--- src/rtl/reg_bank_reader_if.sv ---
// reg_bank_reader_if
//   Read-back stream between reg_bank_reader (master) and its consumer (slave).
//   Signals:
//     OUT_VALID  master->slave  word on OUT_DATA/OUT_IDX/OUT_LAST is valid
//     OUT_READY  slave->master  consumer accepts the current word
//     OUT_DATA   master->slave  snapshot word, BITWIDTH bits
//     OUT_IDX    master->slave  index of the current word, IDXW bits
//     OUT_LAST   master->slave  current word is word WORDS-1
//     OUT_PAR    master->slave  even parity of OUT_DATA (only with READBACK_PARITY_EN)
//   Optional feature macro: READBACK_PARITY_EN
interface reg_bank_reader_if #(
  parameter int BITWIDTH = 8,
  parameter int WORDS    = 4
);
  localparam int IDXW = (WORDS > 1) ? $clog2(WORDS) : 1;

  logic                OUT_VALID;
  logic                OUT_READY;
  logic [BITWIDTH-1:0] OUT_DATA;
  logic [IDXW-1:0]     OUT_IDX;
  logic                OUT_LAST;
`ifdef READBACK_PARITY_EN
  logic                OUT_PAR;

  modport master (
    output OUT_VALID, OUT_DATA, OUT_IDX, OUT_LAST, OUT_PAR,
    input  OUT_READY
  );
  modport slave (
    input  OUT_VALID, OUT_DATA, OUT_IDX, OUT_LAST, OUT_PAR,
    output OUT_READY
  );
`else
  modport master (
    output OUT_VALID, OUT_DATA, OUT_IDX, OUT_LAST,
    input  OUT_READY
  );
  modport slave (
    input  OUT_VALID, OUT_DATA, OUT_IDX, OUT_LAST,
    output OUT_READY
  );
`endif
endinterface

--- src/rtl/reg_bank_reader.sv ---
// reg_bank_reader
//   Captures a coherent snapshot of a flattened register bank on START and
//   streams it out word 0 first, one word per valid/ready handshake.
//   The live bank may keep changing while the snapshot drains.
//   Ports:
//     CLK    in   clock, all logic on posedge
//     RST    in   synchronous active-high reset
//     START  in   snapshot request, honoured only when idle
//     BANK   in   live bank, word k at [k*BITWIDTH +: BITWIDTH]
//     BUSY   out  high while a snapshot is being streamed
//     DONE   out  one-cycle pulse after the last word is accepted
//     rd     reg_bank_reader_if.master  output word stream
//   Optional feature macro: READBACK_PARITY_EN (adds rd.OUT_PAR, even parity)
module reg_bank_reader #(
  parameter int BITWIDTH = 8,
  parameter int WORDS    = 4
) (
  input  logic                      CLK,
  input  logic                      RST,
  input  logic                      START,
  input  logic [BITWIDTH*WORDS-1:0] BANK,
  output logic                      BUSY,
  output logic                      DONE,
  reg_bank_reader_if.master         rd
);
  localparam int IDXW = (WORDS > 1) ? $clog2(WORDS) : 1;
  localparam logic [IDXW-1:0] LAST_IDX = IDXW'(WORDS - 1);

  typedef enum logic [0:0] {
    st_idle = 1'b0,
    st_send = 1'b1
  } state_t;

  state_t              state_reg, state_next;
  logic [IDXW-1:0]     idx_reg, idx_next;
  logic                done_reg, done_next;
  logic                load;
  logic [BITWIDTH-1:0] shadow_reg [WORDS];
  logic [BITWIDTH-1:0] bank_word  [WORDS];
  logic [BITWIDTH-1:0] sel_word;
  logic                is_last;
  logic                valid;

  // Split the flat bank into words so the snapshot load is a plain array copy.
  for (genvar gi = 0; gi < WORDS; gi++) begin : g_unpack
    assign bank_word[gi] = BANK[gi*BITWIDTH +: BITWIDTH];
  end

  // A one-entry array cannot be indexed by a 1-bit index cleanly.
  if (WORDS == 1) begin : g_sel_one
    assign sel_word = shadow_reg[0];
  end else begin : g_sel_many
    assign sel_word = shadow_reg[idx_reg];
  end

  assign is_last = (idx_reg == LAST_IDX);
  assign valid   = (state_reg == st_send);

  // State, index and done pulse.
  always_ff @(posedge CLK) begin
    if (RST) begin
      state_reg <= st_idle;
      idx_reg   <= '0;
      done_reg  <= 1'b0;
    end else begin
      state_reg <= state_next;
      idx_reg   <= idx_next;
      done_reg  <= done_next;
    end
  end

  // Snapshot storage; only written on an accepted START.
  always_ff @(posedge CLK) begin
    if (RST) begin
      for (int k = 0; k < WORDS; k++) shadow_reg[k] <= '0;
    end else if (load) begin
      for (int k = 0; k < WORDS; k++) shadow_reg[k] <= bank_word[k];
    end
  end

  always_comb begin
    state_next = state_reg;
    idx_next   = idx_reg;
    done_next  = 1'b0;
    load       = 1'b0;
    unique case (state_reg)
      st_idle: begin
        // OUT_READY is irrelevant here; only START matters.
        if (START) begin
          load       = 1'b1;
          idx_next   = '0;
          state_next = st_send;
        end
      end
      st_send: begin
        // START is ignored while sending, including on the final transfer.
        if (rd.OUT_READY) begin
          if (is_last) begin
            state_next = st_idle;
            idx_next   = '0;
            done_next  = 1'b1;
          end else begin
            idx_next = idx_reg + 1'b1;
          end
        end
      end
      default: begin
        state_next = st_idle;
        idx_next   = '0;
      end
    endcase
  end

  // Outputs come straight from registers, so they hold while stalled and
  // read as zero whenever nothing is being presented.
  assign BUSY         = valid;
  assign DONE         = done_reg;
  assign rd.OUT_VALID = valid;
  assign rd.OUT_DATA  = valid ? sel_word : '0;
  assign rd.OUT_IDX   = valid ? idx_reg : '0;
  assign rd.OUT_LAST  = valid & is_last;
`ifdef READBACK_PARITY_EN
  // OUT_DATA is already zero when not valid, so parity follows suit.
  assign rd.OUT_PAR   = ^rd.OUT_DATA;
`endif
endmodule
--- src/flat_wrapper.sv ---
// flat-port wrapper written by rule: the top's interface ports become plain ports
module reg_bank_reader_flat 
#(
  parameter int BITWIDTH = 8,
  parameter int WORDS    = 4
)
  (CLK, RST, START, BANK, BUSY, DONE, rd_OUT_VALID, rd_OUT_DATA, rd_OUT_IDX, rd_OUT_LAST, rd_OUT_READY);
  reg_bank_reader_if #(.BITWIDTH(BITWIDTH), .WORDS(WORDS)) rd_i ();
  input  logic CLK;
  input  logic RST;
  input  logic START;
  input  logic [BITWIDTH*WORDS-1:0] BANK;
  output logic BUSY;
  output logic DONE;
  output wire logic [$bits(rd_i.OUT_VALID)-1:0] rd_OUT_VALID;
  output wire logic [$bits(rd_i.OUT_DATA)-1:0] rd_OUT_DATA;
  output wire logic [$bits(rd_i.OUT_IDX)-1:0] rd_OUT_IDX;
  output wire logic [$bits(rd_i.OUT_LAST)-1:0] rd_OUT_LAST;
  input wire logic [$bits(rd_i.OUT_READY)-1:0] rd_OUT_READY;
  assign rd_OUT_VALID = rd_i.OUT_VALID;
  assign rd_OUT_DATA = rd_i.OUT_DATA;
  assign rd_OUT_IDX = rd_i.OUT_IDX;
  assign rd_OUT_LAST = rd_i.OUT_LAST;
  assign rd_i.OUT_READY = rd_OUT_READY;
  reg_bank_reader #(.BITWIDTH(BITWIDTH), .WORDS(WORDS)) u_core (.CLK(CLK), .RST(RST), .START(START), .BANK(BANK), .BUSY(BUSY), .DONE(DONE), .rd(rd_i));
endmodule
--- config.mk ---
export PLATFORM = sky130hd
export DESIGN_NAME = reg_bank_reader_flat
export DESIGN_NICKNAME = d
export VERILOG_FILES = /design/src/rtl/reg_bank_reader_if.sv /design/src/rtl/reg_bank_reader.sv /design/src/flat_wrapper.sv
export SDC_FILE = /design/constraint.sdc
export NUM_CORES = 1
export LEC_CHECK = 0
export CORE_ASPECT_RATIO = 0.9
export CORE_UTILIZATION = 42
export CTS_CLUSTER_SIZE = 20
export DETAILED_ROUTE_END_ITERATION = 8
export PLACE_DENSITY_LB_ADDON = 0.08
export SLEW_MARGIN = 0
export SYNTH_ARGS = -nofsm -noshare
export SYNTH_HDL_FRONTEND = slang
export SYNTH_SLANG_ARGS = --single-unit
--- constraint.sdc ---
create_clock -name CLK -period 1.6 [get_ports CLK]
set_clock_uncertainty 0.1 [all_clocks]
set_input_delay 0.32 -clock CLK [delete_from_list [all_inputs] [get_ports CLK]]
set_output_delay 0.32 -clock CLK [all_outputs]
set_load 0.02 [all_outputs]
==> results by group <==
Global routing
  – Largest net degree at the start of global routing: 17
  – Vias in the first global route: 1128
  – GRT Util Overall: 0.178
  – First-pass GRT wire length: 5280 um
  – GRT overflow: 0
  – Initial antenna violation count: 0

Cells and area
  – Final nets: between 200 and 250
  – Commonest non-fill, non-tap cell in the layout: clkdlybuf4s50_1
  – Area Growth Syn to Fin: 46.3%
  – Largest register FFs: 32
  – Most frequent cells in the layout: 35 x clkdlybuf4s50_1, 34 x and2_1, 32 x edfxtp_1
  – Share of cells above drive strength 1: 0.246
  – Antenna diodes: 0
  – Layout fillers: 291

Critical path
  – Data arrival, critical path: 1320 ps
  – WS Path Type: reg -> out
  – Setup crit end kind: output port
  – CP cell instances: buf_12 > mux2i_1 > o22ai_1 > buf_2
  – Delay-heaviest family, CP: flip-flops
  – Required time of the worst setup path: about 1200 ps
  – Max stage delay on crit path: 380 ps
  – Buffers and inverters on the worst path: 2
  – Reg2Reg Depth: 5
  – CP max FO: 8
  – Setup crit start kind: flip-flop
  – Slowest stage cell on the critical path: dfxtp_4
  – Levels on crit path: 4

Clock network
  – CTS Sinks: 38
  – CTS tree: done
  – Clock root buffer: clkbuf_8
  – Clock buffer count from CTS: 5
  – Clk buf depth: 2
  – Worst-path clk slew: 70 ps
  – Clock Latency Late Sink: approximately 290 ps
  – H-tree levels: 2

Place
  – DP Worst Slack: -513 ps
  – GPL Wtd Cong: 0.780
  – # port buffers: 49
  – DPL Wire Length: 2200 um

Timing
  – RSZ-0062 raised after global routing: true
  – Worst Setup Slack, final: -140 ps
  – F_max: 0.575 GHz
  – Setup TNS: -914 ps
  – Final max-slew violation count: 0
  – Slew headroom: 0.816
  – Final setup vio count: 8
  – Worst slew pin tran: 275 ps
  – Final Hold Viols: 0
  – Hold_ws: 434 ps
  – Period utilization: 1.09
  – Period minus WS final: about 1700 ps

Power
  – Lkg Pwr: ~0.95 nW
  – Total design power: 2.16 mW
  – Power density cells: just under 900 nW/um2
  – Peak supply drop: between 0.0006 and 0.0007 V

Detailed routing
  – Initial drt markers: 64
  – Post-route ant nets: 0
  – Vias per Instance: 4.88
  – Post-DR wirelength/cell: 15.0 um
  – DRC viols: 0
  – Routed WL: 3490 um
  – First-pass DRT Iterations: 4
  – Vias: between 1000 and 1500

Floorplanning
  – IO Pins: 50
  – Die Span Y: 62.2 um
  – Initial Util: 0.447
  – Die Span X: 68.9 um
  – Die footprint: ~4300 um2
  – Core Area: 3780 um2
  – Row cnt: 21

Hold path
  – Hold depth: 2
  – Hold WC Path Type: reg -> reg

Logic synthesis
  – Post-Synthesis Cells: 123
  – Top-area cell type share of the netlist area: 0.568
  – Area contributors post-synth: edfxtp_1 57%, and2_1 13%, mux2i_1 9.5%
  – Mapped cell area: 1690 um2
  – Area leader, netlist: edfxtp_1
  – Flops & latches, synth: 38
  – YS warnings: 0
  – Mean post-synth cell area: 13.8 um2
  – Syn nets: 160
  – Post-synthesis sequential area ratio: 0.639
  – Synth unique cells: 21

Job
  – MaxCap Viol Count: 0

Status
  – Failing checks: setup timing
  – Status: finished, violations left
layer usage:
metal  global-route usage  part of all wire  vias up  wire, um
met1                0.223              0.42      530      1450
met4               0.0842             0.019        0        68
met5                    0                 0        -         0
met3               0.0515             0.046        8       160
met2                0.275              0.52       33      1810
li1                     -                 -      566         -
worst register-to-register path: cells and delay by family, from the launching register on:
kind	cells	cell delay, ps
buf+inv	4	490
flops	1	380
compound gates	1	220
cell usage after synthesis:
| cell | n |
|---|---|
| inv_1 | 2 |
| edfxtp_1 | 32 |
| nor3b_4 | 1 |
| o22ai_1 | 9 |
| buf_4 | 2 |
| nand3_1 | 1 |
| nor3b_1 | 1 |
| a21o_1 | 1 |
| mux2_4 | 1 |
| nand2_1 | 2 |
| ha_1 | 1 |
| clkbuf_2 | 3 |
| o32ai_1 | 1 |
| nor2_1 | 3 |
| buf_6 | 2 |
| nand2b_1 | 3 |
| mux2i_1 | 16 |
| or2_2 | 1 |
| dfxtp_1 | 6 |
| and2_1 | 34 |
| buf_1 | 1 |
worst paths after layout:
kind | start | end | slack (ps)
setup / recovery | flip-flop | rd_OUT_DATA[1] | -140
hold / removal | u_core.idx_reg[1] | flip-flop | 430
setup reg to reg | u_core.BUSY | u_core.shadow_reg[1][2] | 160
hold reg to reg | u_core.idx_reg[1] | flip-flop | 430
metrics by stage:
stage,instance area (um2),instances,utilization
after detailed placement,2290,220,0.604
after CTS,2410,231,0.638
final,2480,233,0.655
after global placement,2290,220,0.604
after floorplan,1690,123,-
after global routing,2480,233,0.655
cell type report:
class | count | area [um2] | share of cell area
clock buffer | 6 | 82.6 | 0.0333
clock inverter | 2 | 11.3 | 0.00455
inverter | 2 | 7.51 | 0.00303
multi-input combinational | 76 | 616 | 0.248
sequential | 38 | 1090 | 0.439
tap | 46 | 57.6 | 0.0232
timing repair buffer | 63 | 614 | 0.248
cell families after synthesis:
logic type,count (synthesis),synth area share
adders and majority gates,1,0.00739
DFF,38,0.639
muxes,17,0.103
AOI/OAI and AO/OA,11,0.0429
buffers and inverters,10,0.0377
and+or+nand+nor,46,0.170
repair_timing:
item | 4_1_cts | 5_1_grt
cloned | 1 | 0
buffers inserted | 2 | 2
endpoints found under the setup margin | 46 | 26
hold buffers | 0 | 0
pin swaps | 3 | 1
hold endpoints to repair | 0 | 0
resized for setup | 65 | 12
power by group:
part / total (mW) / internal [mW] / switching, mW
logic: 0.306 / 0.181 / 0.125
clock network: 0.683 / 0.347 / 0.336
registers: 1.17 / 1.14 / 0.0248
total: 2.16 / 1.67 / 0.486
Power figures use the tool's default switching activity.
